`config.mk`:
```
export PLATFORM = sky130hd
export DESIGN_NAME = synapse_accumulator_flat
export DESIGN_NICKNAME = d
export VERILOG_FILES = /design/src/rtl/synapse_accumulator_if.sv /design/src/rtl/synapse_accumulator.sv /design/src/flat_wrapper.sv
export SDC_FILE = /design/constraint.sdc
export NUM_CORES = 1
export LEC_CHECK = 0
export ABC_AREA = 1
export ABC_CLOCK_PERIOD_IN_PS = 4750
export CAP_MARGIN = 5
export CORE_MARGIN = 2
export CORE_UTILIZATION = 54
export DETAILED_ROUTE_END_ITERATION = 10
export PLACE_DENSITY = 0.76
export SYNTH_ARGS = -nofsm -noshare
export SYNTH_HDL_FRONTEND = slang
export SYNTH_SLANG_ARGS = --single-unit
```
`constraint.sdc`:
```
create_clock -name clk -period 4.75 [get_ports clk]
set_input_delay 0.475 -clock clk [delete_from_list [all_inputs] [get_ports clk]]
set_output_delay 0.475 -clock clk [all_outputs]
set_load 0.02 [all_outputs]
```
`src/rtl/synapse_accumulator_if.sv`:
```
// synapse_accumulator_if: tick/spike, weight-write and result signals between the input layer and synapse_accumulator.
interface synapse_accumulator_if #(
    parameter int N_INPUTS = 8,
    parameter int W_WIDTH  = 16
);
    localparam int IDX_W = $clog2(N_INPUTS);
    logic                tick;
    logic [N_INPUTS-1:0] pre_spike;
    logic                wr_en;
    logic [IDX_W-1:0]    wr_addr;
    logic [W_WIDTH-1:0]  wr_data;
    logic                busy;
    logic [W_WIDTH-1:0]  spiking_value;
    logic                value_valid;
    modport master (
        output tick, pre_spike, wr_en, wr_addr, wr_data,
        input  busy, spiking_value, value_valid
    );
    modport slave (
        input  tick, pre_spike, wr_en, wr_addr, wr_data,
        output busy, spiking_value, value_valid
    );
endinterface

```
`src/rtl/synapse_accumulator.sv`:
```
// synapse_accumulator: serial spike-weighted sum over N_INPUTS synapses per tick.
// Define SYN_SAT_EN to saturate the result to W_WIDTH bits; otherwise it wraps.
module synapse_accumulator #(
    parameter int N_INPUTS = 8,
    parameter int W_WIDTH  = 16
) (
    input logic clk,
    input logic rst,
    synapse_accumulator_if.slave bus
);
    localparam int IDX_W = $clog2(N_INPUTS);
    localparam int ACC_W = W_WIDTH + IDX_W + 1;
    typedef enum logic {IDLE, ACCUM} state_t;
    state_t                    state_q;
    logic signed [ACC_W-1:0]   acc_q;
    logic [IDX_W-1:0]          idx_q;
    logic [N_INPUTS-1:0]       spk_q;
    logic [W_WIDTH-1:0]        val_q;
    logic                      vld_q;
    logic signed [W_WIDTH-1:0] w_q [N_INPUTS];
    logic signed [ACC_W-1:0]   term;
    logic signed [ACC_W-1:0]   sum;
    logic [W_WIDTH-1:0]        val_d;
    logic                      last;
    always_comb begin
        term = spk_q[idx_q] ? ACC_W'(w_q[idx_q]) : '0;
        sum  = acc_q + term;
        last = idx_q == IDX_W'(N_INPUTS - 1);
    end
`ifdef SYN_SAT_EN
    localparam logic signed [ACC_W-1:0] MAXV = ACC_W'((2 ** (W_WIDTH - 1)) - 1);
    localparam logic signed [ACC_W-1:0] MINV = -MAXV - 1;
    always_comb val_d = sum > MAXV ? MAXV[W_WIDTH-1:0] : sum < MINV ? MINV[W_WIDTH-1:0] : sum[W_WIDTH-1:0];
`else
    always_comb val_d = sum[W_WIDTH-1:0];
`endif
    always_ff @(posedge clk or posedge rst) begin
        if (rst) begin
            state_q <= IDLE;
            acc_q   <= '0;
            idx_q   <= '0;
            spk_q   <= '0;
            val_q   <= '0;
            vld_q   <= 1'b0;
        end else begin
            vld_q <= 1'b0;
            if (state_q == IDLE) begin
                if (bus.tick) begin
                    spk_q   <= bus.pre_spike;
                    acc_q   <= '0;
                    idx_q   <= '0;
                    state_q <= ACCUM;
                end
            end else if (last) begin
                val_q   <= val_d;
                vld_q   <= 1'b1;
                state_q <= IDLE;
            end else begin
                acc_q <= sum;
                idx_q <= idx_q + 1'b1;
            end
        end
    end
    // Out-of-range addresses match no decoder and are dropped.
    for (genvar i = 0; i < N_INPUTS; i++) begin : g_w
        always_ff @(posedge clk or posedge rst) begin
            if (rst) w_q[i] <= '0;
            else if (bus.wr_en && bus.wr_addr == IDX_W'(i)) w_q[i] <= bus.wr_data;
        end
    end
    assign bus.busy          = state_q != IDLE;
    assign bus.spiking_value = val_q;
    assign bus.value_valid   = vld_q;
endmodule

```
`src/flat_wrapper.sv`:
```
// flat-port wrapper written by rule: the top's interface ports become plain ports
module synapse_accumulator_flat 
#(
    parameter int N_INPUTS = 8,
    parameter int W_WIDTH  = 16
)
  (clk, rst, bus_tick, bus_pre_spike, bus_wr_en, bus_wr_addr, bus_wr_data, bus_busy, bus_spiking_value, bus_value_valid);
  synapse_accumulator_if #(.N_INPUTS(N_INPUTS), .W_WIDTH(W_WIDTH)) bus_i ();
  input logic clk;
  input logic rst;
  input wire logic [$bits(bus_i.tick)-1:0] bus_tick;
  input wire logic [$bits(bus_i.pre_spike)-1:0] bus_pre_spike;
  input wire logic [$bits(bus_i.wr_en)-1:0] bus_wr_en;
  input wire logic [$bits(bus_i.wr_addr)-1:0] bus_wr_addr;
  input wire logic [$bits(bus_i.wr_data)-1:0] bus_wr_data;
  output wire logic [$bits(bus_i.busy)-1:0] bus_busy;
  output wire logic [$bits(bus_i.spiking_value)-1:0] bus_spiking_value;
  output wire logic [$bits(bus_i.value_valid)-1:0] bus_value_valid;
  assign bus_i.tick = bus_tick;
  assign bus_i.pre_spike = bus_pre_spike;
  assign bus_i.wr_en = bus_wr_en;
  assign bus_i.wr_addr = bus_wr_addr;
  assign bus_i.wr_data = bus_wr_data;
  assign bus_busy = bus_i.busy;
  assign bus_spiking_value = bus_i.spiking_value;
  assign bus_value_valid = bus_i.value_valid;
  synapse_accumulator #(.N_INPUTS(N_INPUTS), .W_WIDTH(W_WIDTH)) u_core (.clk(clk), .rst(rst), .bus(bus_i));
endmodule
```
-- Word-level counts from Yosys, hierarchy flattened
Index checks and enable logic that the tools add are counted.
- word-level logic and storage cells: 59
- output and inout bits: 18
- register bits after elaboration: 177
- input bits: 31
- $add $sub $neg: 2
- bitwise gates (word level): 2
- eq/ne operators: 9
- muxes and demuxes: 17
- reductions and logical operators: 13
- $lt $le $gt $ge: 2
- operators with widths (cell ; number):
    $mux 20 ; 4
    $bmux 16 s3 ; 1
    $mux 16 ; 2
    $add 20x20->20 ; 1
    $eq 3x3->1 const B ; 5
    $mux 3 ; 3
    $logic_and 1x1->1 ; 8
    $eq 3x2->1 const B ; 2
    $mux 1 ; 6
    $reduce_and 2->1 ; 3
    $ge 4x4->1 const B ; 1
    $lt 3x4->1 const B ; 1
    $not 3->4 ; 1
    $add 3x1->3 const B ; 1
    $bmux 1 s3 ; 1
    $eq 3x1->1 const B ; 1
    $logic_not 3->1 ; 1
    $ne 2x2->1 const B ; 1
    $reduce_bool 2->1 ; 1
    $not 1->1 ; 1

-- Logic depth before layout (Yosys ltp)
Gate-level depths: netlist (run 1).
- depth after elaboration: 8
- depth in mapped cells: 20
- depth with buffers taken out: 19

-- Worst setup path after synthesis (run 1)
OpenSTA, ideal clock, no wires.
- path kind: register to register
- start point: reg u_core.idx_q[0]
- end point: reg u_core.val_q[8], in the netlist u_core.bus.spiking_value[8]
- cell stages (with the launch flop): 21
- setup time: 119 ps
- period minus slack after synthesis: 2608 ps
- slack: 2142 ps
- path buffers: 2
- data required time: 4631 ps
- arrival: 2490 ps
- cell sequence: dfrtp_1 -> inv_2 -> buf_6 -> buf_2 -> o21ai_1 -> o22ai_1 -> nand2_1 -> nand2_1 -> nand2_1 -> inv_1 -> ha_1 -> fa_1 -> nand3_1 -> nand2_1 -> nand2_1 -> nand2_1 -> nand2_1 -> nand2_1 -> or2_1 -> nand3_1 -> nand2_1
- word-level cells in the longest chain between the ends: 6
- elaborated cells between the ends (all ways): 10
- those cells by class: 1 x add/sub; 1 x eq/ne; 6 x mux; 1 x bitwise; 1 x reduce/logical
- RTL lines (what ; line ; source):
    from (decl) ; synapse_accumulator.sv:16 ; logic [IDX_W-1:0] idx_q;
    from (signal assigned) ; synapse_accumulator.sv:60 ; idx_q <= idx_q + 1'b1;
    $not 3->4 (implied by the code) ; synapse_accumulator.sv:26 ; term = spk_q[idx_q] ? ACC_W'(w_q[idx_q]) : '0;
    $bmux 16 s3 ; synapse_accumulator.sv:26 ;
    $mux 16 (implied by the code) (2 in a row) ; synapse_accumulator.sv:26 ;
    $mux 20 ; synapse_accumulator.sv:26 ;
    $add 20x20->20 ; synapse_accumulator.sv:27 ; sum = acc_q + term;
    to (signal assigned) ; synapse_accumulator.sv:55 ; val_q <= val_d;
    to (decl) ; synapse_accumulator.sv:18 ; logic [W_WIDTH-1:0] val_q;
Parallel ways exist; a longest one is shown, timed or not. The select of a mux whose other input is x is not followed.
A chain may end at the register's enable or synchronous reset.

-- Worst setup path after layout (run 1)
- start point: reg u_core.idx_q[1]
- end point: reg u_core.val_q[8], in the netlist u_core.bus.spiking_value[8]
The elaborated chain is that of the path after synthesis.

==> results of run 1 <==
-- metrics by stage --
step	util, %	total power [uW]
after CTS	62.7	6500
after global placement	58.8	4990
after global routing	62.7	7020
after detailed placement	58.8	5070
final	62.7	6490
after floorplan	-	4250
-- layer usage --
metal | GRT usage [%] | vias up | routed length [um]
li1 | - | 3469 | -
met1 | 36.1 | 3333 | 9080
met2 | 40.5 | 219 | 9310
met3 | 6.22 | 25 | 1340
met4 | 8.53 | 0 | 361
met5 | 0 | - | 0
-- report_power, final --
part           switching, uW  leakage, uW  internal [uW]
sequential               267      0.00213           1880
clock                    593     0.000295            821
combinational           1870      0.00232           1060
total                   2730      0.00474           3760
-- worst reg2reg max path: cells and delay by family (launching register included) --
kind                     cells  cell delay (ns)
adder cells (fa/ha/maj)      2             0.65
buffers and inverters        3             0.80
flip-flops                   1             0.32
AND/OR/NAND/NOR             14             1.59
-- kinds of logic (layout without fill, tap and decap cells) --
logic type               after synthesis  count (layout)  synth area share (%)
AND/OR/NAND/NOR                      462             462                  22.0
AO/OA/AOI/OAI                        261             261                  16.2
flip-flops                           173             173                  52.0
buffers and inverters                132             167                  6.32
adder cells (fa/ha/maj)               18              18                  2.80
XOR/XNOR                               6               6                 0.632
-- final cells by class --
class                   instances  area, um2
fillers                      1344       5650
flip-flops and latches        173       4330
multi-input cells             747       3470
repair buffers                 58        568
clock buffers                  20        467
inverters                      78        297
well taps                     188        235
clock inverters                11        133
-- flip-flops by register name, indices dropped and copies added (netlist names) --
name                      cells
u_core.w_q                  128
u_core.idx_q                  3
u_core.acc_q                 16
u_core.spk_q                  8
u_core.bus.spiking_value     16
u_core.bus.busy               1
u_core.bus.value_valid        1
-- layout by cell type, fill, tap and decap left out, types with 2 or more instances in the layout --
cell	count
inv_1	70
inv_6	2
bufinv_16	2
clkinv_4	3
buf_4	9
or2_1	3
o21bai_1	2
o22ai_1	30
nand3b_1	5
a21oi_1	34
nand2_1	310
clkinvlp_4	2
xnor2_1	6
clkinv_1	2
clkdlybuf4s50_1	48
ha_1	17
inv_2	5
clkinv_2	2
nand4_1	2
dfrtp_1	172
o21ai_0	174
clkbuf_8	3
nand3_1	38
clkbuf_16	17
nor2_1	100
o21ai_1	20
-- worst max-delay path by stage --
| stage | end | slack (ns) | cells after the start |
|---|---|---|---|
| floorplan | u_core.acc_q[0] | 2.06 | 1 |
| global placement | u_core.bus.spiking_value[8] | 1.45 | 19 |
| detailed placement | u_core.bus.spiking_value[8] | 1.33 | 19 |
| CTS | u_core.bus.spiking_value[8] | 1.32 | 19 |
| global route | u_core.bus.spiking_value[8] | 0.96 | 19 |
| finish | u_core.bus.spiking_value[8] | 1.29 | 19 |
==> run metrics, run 1 <==
syn_nets=1101; CP dominant cell by count=nand2_1; Hold Path Class=input port to async pin; final setup skew=0.00998 ns; post_cts resized=0; TritonRoute pass-1 iters=7; site row count=45; cell family with most CP delay=simple AND/OR/NAND/NOR gates; leakage power=0.00474 uW; Root Driver=clkbuf_16; die extent in x=128 um; Main synth FF type=dfrtp_1; VDD IR max=0.310 mV; ys async rst share=100%; vias in the first global route=6573; critical path arrival=3.78 ns; status=finished clean; Post-Place Worst Slack=1.33 ns; clock buffer depth=2; CTS clk-pin slew, worst paths=0.06 ns; Yosys warning count=0; most numerous cell in the Yosys netlist=nand2_1; hold_buf cts=0; CTS tree=yes; nets@finish=1124; antenna cells=0; worst rel slew slack=17.3%; Initial DRC Count=694; Yosys cell types=28; CTS Buf Count=17; MaxCap Viol Count=0; I/O pins=49; post-CTS setup repair buffer count=0; Total GRT Usage=26.0%; worst r2r path cells=19; setup_tns=0 ns; final antenna-violating net count=0; largest net degree at the start of global routing=150; worst r2r src=u_core.idx_q[1]; dpl cells=1244; crit path time final=3.46 ns; first-pass GRT wire length=33.2 mm; Worst EP required=5.07 ns; die area=0.0164 mm2; Peak Freq=0.289 GHz; slowest CP cell=fa_1; fin crit share=72.9%; register area share after synthesis=52.0%; DP HPWL=12.2 mm; Final Hold Slack=0.451 ns; Fin. Hold Viols=0; routability cong.=0.874; port bufs=48; CP bufs+invs=3; via count=7046; Design Area, Final=0.00950 mm2; crit end category=flop; register bit count reported by yosys=173; wire per inst=15.8 um; antenna violations before repair=0; Worst Setup SP=u_core.idx_q[1]; global route total overflow=0; critical path class=flop to flop; area grow syn2layout=14.2%; CP Launch Type=flop; synth cell count leaders=nand2_1 (310), o21ai_0 (174), dfrtp_1 (173); Worst Tran Pin Value=1.24 ns; CP peak stage delay=0.44 ns; Initial Util=54.9%; Clk Latency, worst-skew pair=0.43 ns; layout cell share with drive strength beyond 1=4.69%; final cell count without fillers=1275; R2R Path End=u_core.bus.spiking_value[8]; Max H-tree Level=4; RSZ-0062 raised after global routing=false; core area=0.0151 mm2; Post-Syn Area=0.00832 mm2; Synth area leaders=dfrtp_1 (52%), nand2_1 (14%), o21ai_0 (10%), nor2_1 (4.5%), inv_1 (3.2%); Syn Inst Count=1052; Post-synth EDFFs=0; most area-hungry cell type in the Yosys netlist=dfrtp_1; vias per cell=5.53; Slew Limit Fails=0; Die Height=128 um; Finish-stage setup viols=0; Total Routed Length=20.1 mm; Placed Instance Area=0.00890 mm2; share of the synthesized area in the top cell type=52.0%; crit path max fanout=36; pwr dens=683 mW/mm2; r2r setup slk=1.29 ns; CP cell instances=buf_4 > inv_2 > nand3_1 > nand2_1 > nand2_1 > nand2_2 > nand2_1 > inv_1 > ha_1 > fa_1 > nand3_1 > nand2_1 > nand2_1 > nand2_1 > nand2_1 > nand2_1 > or2_1 > nand3_1 > nand2_1; CTS Sinks=173; PnR worst setup slack=1.29 ns; Syn Area/Cell=7.91 um2; number of remaining DRC errors=0
Power figures use the tool's default switching activity.
==> inputs of run 2 (changes only) <==
- ABC_CLOCK_PERIOD_IN_PS: 4750 -> 3040
- clock period: 4.75 -> 3.04 ns (I/O delays scaled with it)
==> run metrics, run 2 (synthesized netlist as in run 1, its figures left out) <==
status=finished clean (unchanged); I/O pins=49 (unchanged); die area=0.0164 mm2 (unchanged); CTS clk-pin slew, worst paths=0.06 ns (about the same); crit end category=flop (unchanged); power share of the sequential group=30.9% (was 33.1%); largest net degree at the start of global routing=119 (was 150); CTS tree=yes (unchanged); worst r2r src=u_core.idx_q[0] (was u_core.idx_q[1]); antenna violations before repair=0 (unchanged); RSZ-0062 raised after global routing=false (unchanged); CTS Sinks=173 (unchanged); switch share=41.4% (was 42.1%); nets@finish=1142 (was 1124); first-pass GRT wire length=34.1 mm (was 33.2 mm); VDD IR max=0.542 mV (was 0.310 mV); PnR worst setup slack=0.245 ns (was 1.29 ns); setup_tns=0 ns (unchanged); number of remaining DRC errors=0 (unchanged); combinational group share of total power=46.5% (was 45.1%); area grow syn2layout=17.9% (was 14.2%); Peak Freq=0.358 GHz (was 0.289 GHz); vias per cell=5.65 (was 5.53); via count=7307 (was 7046); worst rel slew slack=58.1% (was 17.3%); Root Driver=clkbuf_16 (unchanged); wire per inst=16.2 um (was 15.8 um); Die Height=128 um (unchanged); die extent in x=128 um (unchanged); critical path arrival=3.11 ns (was 3.78 ns); layout cell share with drive strength beyond 1=6.51% (was 4.69%); Worst EP required=3.36 ns (was 5.07 ns); DP HPWL=12.9 mm (was 12.2 mm); vias in the first global route=6972 (was 6573); global route total overflow=0 (unchanged); Clk Latency, worst-skew pair=0.43 ns (about the same); Total Routed Length=21.0 mm (was 20.1 mm); most frequent cells in the layout=nand2_1 (310), o21ai_0 (172), dfrtp_1 (172) (was nand2_1 (310), o21ai_0 (174), dfrtp_1 (172)); routability cong.=0.877 (was 0.874); Largest register FFs=128 (unchanged); Total GRT Usage=26.5% (was 26.0%); Initial Util=54.9% (unchanged); final setup skew=0.00989 ns (was 0.00998 ns); final antenna-violating net count=0 (unchanged); leakage power=0.00489 uW (was 0.00474 uW); pwr dens=1090 mW/mm2 (was 683 mW/mm2); crit path max fanout=32 (was 36); core area=0.0151 mm2 (unchanged); total power=10700 uW (was 6490 uW); critical path class=flop to flop (unchanged); multi-input combinational cell area=0.00348 mm2 (was 0.00347 mm2); Slew Limit Fails=0 (unchanged); Fillers=1277 (was 1344); fin crit share=91.9% (was 72.9%); clock buffer depth=2 (unchanged); Fin. Hold Viols=0 (unchanged); Worst Tran Pin Value=0.628 ns (was 1.24 ns); site row count=45 (unchanged); P_int=6260 uW (was 3760 uW); Reg with most FFs=u_core.w_q (unchanged); CTS Buf Count=17 (unchanged); r2r setup slk=0.25 ns (was 1.29 ns); worst r2r path cells=16 (was 19); MaxCap Viol Count=0 (unchanged); Finish-stage setup viols=0 (unchanged); crit path time final=2.79 ns (was 3.46 ns); port bufs=48 (unchanged); TritonRoute pass-1 iters=5 (was 7); Max H-tree Level=4 (unchanged); Hold Path Class=input port to async pin (unchanged); Initial DRC Count=724 (was 694); antenna cells=0 (unchanged); register area=0.00433 mm2 (unchanged); clock power share=22.7% (was 21.8%); commonest non-fill, non-tap cell in the layout=nand2_1 (unchanged); CP Launch Type=flop (unchanged); R2R Path End=u_core.bus.spiking_value[13] (was u_core.bus.spiking_value[8]); Post-Place Worst Slack=0.173 ns (was 1.33 ns); P_sw=4430 uW (was 2730 uW)
run 2: cell count changes in the layout (fill, tap and decap cells not counted), sizes merged:
cell    before  now
buf         10   26
inv         78   83
clkinv       7    3
bufinv       2    4
run 2: routing by layer:
metal | global-route usage (%) | share of wire, %
met2 | 43.4 | 48
met4 | 8.60 | 1.9
met1 | 36.0 | 45
met5 | 0 | 0
met3 | 4.92 | 4.9
run 2: repair_timing:
action | CTS | global route
hold endpoints to repair | 0 | 0
setup endpoints to repair | 0 | 5
setup buffers | 0 | 3
hold buffers | 0 | 0
gates resized for setup | 0 | 6
run 2: worst max-delay path by stage:
stage	startpoint	to	slack, ns	cells after the start
after global placement	u_core.idx_q[0]	u_core.bus.spiking_value[8]	0.31	19
after CTS	u_core.idx_q[0]	u_core.bus.spiking_value[8]	0.16	19
final	u_core.idx_q[0]	u_core.bus.spiking_value[13]	0.25	16
after floorplan	u_core.idx_q[0]	u_core.bus.spiking_value[8]	0.43	20
after detailed placement	u_core.idx_q[0]	u_core.bus.spiking_value[8]	0.17	19
after global routing	u_core.idx_q[0]	u_core.bus.spiking_value[8]	0.02	19
run 2: cell type report:
cell class	instances	area share, %
clock inverters	14	2.26
multi-input cells	747	35.5
inverters	78	3.05
flip-flops and latches	173	44.2
clock buffers	18	4.48
repair buffers	76	8.17
well taps	188	2.40
run 2: power by group through the flow:
stage	logic, uW	registers [uW]	clock network (uW)
final	4970	3300	2420
after global placement	4620	3300	0
after detailed placement	4750	3320	0
after floorplan	3280	3370	0
after global routing	5610	3360	2540
after CTS	4770	3290	2450
run 2: metrics by stage:
stage | utilization [%] | std cells | hold WS [ns] | cell area [um2]
after floorplan | - | 1052 | 0.425 | 8320
after global placement | 59.7 | 1257 | 0.461 | 9050
after detailed placement | 59.7 | 1257 | 0.465 | 9050
final | 64.8 | 1294 | 0.346 | 9810
after CTS | 64.1 | 1289 | 0.357 | 9710
after global routing | 64.8 | 1294 | 0.387 | 9810
run 2: critical path, stage by stage, from the launching register on:
cell      delay [ns]
dfrtp_2         0.47
buf_12          0.15
buf_12          0.16
o21ai_0         0.18
o22ai_1         0.10
nand2_1         0.06
nand2_1         0.10
nand2_1         0.09
inv_1           0.06
ha_1            0.35
a21oi_1         0.30
o21bai_1        0.10
a21oi_1         0.12
nand2_1         0.08
or2_1           0.23
nand3_1         0.08
nand2_1         0.06
==> inputs of run 3 (changes only) <==
- CORE_UTILIZATION: 54 -> 57
- DONT_BUFFER_PORTS: not set -> 1
- PLACE_DENSITY: 0.76 -> 0.75
==> run metrics, run 3 (synthesized netlist as in run 1, its figures left out) <==
status=finished clean (unchanged); Fillers=1230 (was 1277); die extent in x=125 um (was 128 um); via count=6881 (was 7307); Fin. Hold Viols=0 (unchanged); CTS tree=yes (unchanged); CTS Buf Count=17 (unchanged); wire per inst=16.3 um (was 16.2 um); Initial DRC Count=663 (was 724); number of remaining DRC errors=0 (unchanged); critical path class=flop to flop (unchanged); Largest register FFs=128 (unchanged); first-pass GRT wire length=33.1 mm (was 34.1 mm); site row count=44 (was 45); post_cts resized=0 (unchanged); leakage power=0.00457 uW (was 0.00489 uW); Worst Tran Pin Value=1.18 ns (was 0.628 ns); die area=0.0156 mm2 (was 0.0164 mm2); Reg with most FFs=u_core.w_q (unchanged); antenna cells=0 (unchanged); CTS Sinks=173 (unchanged); Design Area, Final=0.00907 mm2 (was 0.00981 mm2); crit path max fanout=22 (was 32); worst r2r src=u_core.idx_q[0] (unchanged); Post-Place Worst Slack=0.296 ns (was 0.173 ns); crit end category=flop (unchanged); final cell count without fillers=1231 (was 1294); MaxCap Viol Count=0 (unchanged); clock power share=20.1% (was 22.7%); setup_tns=0 ns (unchanged); core area=0.0144 mm2 (was 0.0151 mm2); P_int=5570 uW (was 6260 uW); DP HPWL=12.5 mm (was 12.9 mm); Total GRT Usage=26.6% (was 26.5%); commonest non-fill, non-tap cell in the layout=nand2_1 (unchanged); antenna violations before repair=0 (unchanged); RSZ-0062 raised after global routing=false (unchanged); Max H-tree Level=4 (unchanged); global route total overflow=0 (unchanged); final antenna-violating net count=0 (unchanged); Hold Path Class=input port to flop (was input port to async pin); CTS clk-pin slew, worst paths=0.07 ns (was 0.06 ns); r2r setup slk=0.23 ns (was 0.25 ns); Slew Limit Fails=0 (unchanged); Root Driver=clkbuf_16 (unchanged); pwr dens=1080 mW/mm2 (was 1090 mW/mm2); largest net degree at the start of global routing=65 (was 119); R2R Path End=u_core.bus.spiking_value[13] (unchanged); I/O pins=49 (unchanged); routability cong.=0.912 (was 0.877); switch share=43.1% (was 41.4%); Finish-stage setup viols=0 (unchanged); port bufs=0 (was 48); worst r2r path cells=16 (unchanged); PnR worst setup slack=0.233 ns (was 0.245 ns); Initial Util=57.9% (was 54.9%); crit path time final=2.81 ns (was 2.79 ns); Total Routed Length=20.0 mm (was 21.0 mm); worst rel slew slack=20.9% (was 58.1%); TritonRoute pass-1 iters=7 (was 5); fin crit share=92.3% (was 91.9%); CP Launch Type=flop (unchanged); Worst EP required=3.35 ns (was 3.36 ns); dpl cells=1200 (was 1257); Die Height=125 um (was 128 um); most frequent cells in the layout=nand2_1 (310), o21ai_0 (174), dfrtp_1 (172) (was nand2_1 (310), o21ai_0 (172), dfrtp_1 (172)); combinational group share of total power=44.7% (was 46.5%); area grow syn2layout=9.01% (was 17.9%); P_sw=4220 uW (was 4430 uW); VDD IR max=0.507 mV (was 0.542 mV); Peak Freq=0.356 GHz (was 0.358 GHz); Setup crit end=u_core.bus.spiking_value[13] (unchanged); critical path arrival=3.12 ns (was 3.11 ns); power share of the sequential group=35.2% (was 30.9%); vias per cell=5.59 (was 5.65); Placed Instance Area=0.00852 mm2 (was 0.00905 mm2); layout cell share with drive strength beyond 1=5.16% (was 6.51%); Clk Latency, worst-skew pair=0.43 ns (about the same); Worst Setup SP=u_core.idx_q[0] (unchanged); nets@finish=1086 (was 1142); clock buffer depth=2 (unchanged); final setup skew=0.0101 ns (was 0.00989 ns); vias in the first global route=6533 (was 6972)
[run 3: changes by cell type in the layout (fill, tap and decap cells not counted), sizes merged]
| cell | before | now |
|---|---|---|
| dlygate4sd3 | 0 | 2 |
| clkbuf | 20 | 22 |
| inv | 83 | 77 |
| clkdlybuf4s50 | 48 | 0 |
| clkinvlp | 2 | 3 |
| buf | 26 | 18 |
| bufinv | 4 | 0 |
| clkinv | 3 | 5 |
[run 3: repair_timing]
action                    CTS  global route
hold endpoints to repair   36             0
buffers inserted            0             0
hold buffers                2             0
[run 3: power by group through the flow]
| stage | registers (uW) | logic (uW) | clock network, uW |
|---|---|---|---|
| floorplan | 3370 | 3280 | 0 |
| global placement | 3460 | 4210 | 0 |
| detailed placement | 3470 | 4300 | 0 |
| CTS | 3440 | 4330 | 1990 |
| global route | 3520 | 4930 | 2090 |
| finish | 3450 | 4370 | 1970 |
[run 3: worst min path at each step]
stage                     startpoint               to  slack, ns  cells past startpoint
CTS                 bus_pre_spike[6]  u_core.spk_q[6]       0.03                      2
global route        bus_pre_spike[4]  u_core.spk_q[4]       0.03                      2
detailed placement               rst  u_core.spk_q[7]       0.39                      1
floorplan            bus_wr_data[15]   u_core.w_q[15]       0.42                      2
finish              bus_pre_spike[6]  u_core.spk_q[6]       0.04                      2
global placement                 rst  u_core.spk_q[7]       0.38                      1
[run 3: metrics by stage]
| stage | power, uW | hold WS (ns) | utilization [%] |
|---|---|---|---|
| finish | 9780 | 0.0357 | 63.1 |
| global route | 10500 | 0.0284 | 63.1 |
| global placement | 7670 | 0.379 | 59.3 |
| detailed placement | 7770 | 0.391 | 59.3 |
| CTS | 9770 | 0.0349 | 63.1 |
| floorplan | 6650 | 0.425 | - |
[run 3: critical path, stage by stage, from the launching register on]
cell	delay (ns)
dfrtp_2	0.44
inv_2	0.12
buf_4	0.27
nor2_1	0.07
o22ai_1	0.16
nand2_1	0.07
nand2_1	0.13
nand2_1	0.07
inv_1	0.08
ha_1	0.28
a21oi_1	0.33
o21bai_1	0.10
a21oi_1	0.12
nand2_1	0.08
or2_1	0.22
nand3_1	0.07
nand2_1	0.06
[run 3: final cells by class]
class / instances / area [um2] / area share, %
Clock buffer: 22 / 464 / 5.12
Timing Repair Buffer: 20 / 218 / 2.40
Clock inverter: 7 / 58.8 / 0.649
Sequential cell: 173 / 4330 / 47.8
Tap cell: 184 / 230 / 2.54
Multi-Input combinational cell: 747 / 3470 / 38.3
Inverter: 78 / 297 / 3.27
[run 3: metal layers]
| metal | vias up | part of all wire (%) | routed length, um | global-route usage [%] |
|---|---|---|---|---|
| met3 | 32 | 5.8 | 1160 | 6.01 |
| li1 | 3386 | - | - | - |
| met4 | 0 | 2.1 | 418 | 8.72 |
| met1 | 3255 | 46 | 9170 | 37.1 |
| met2 | 208 | 46 | 9290 | 41.7 |
| met5 | - | 0 | 0 | 0 |
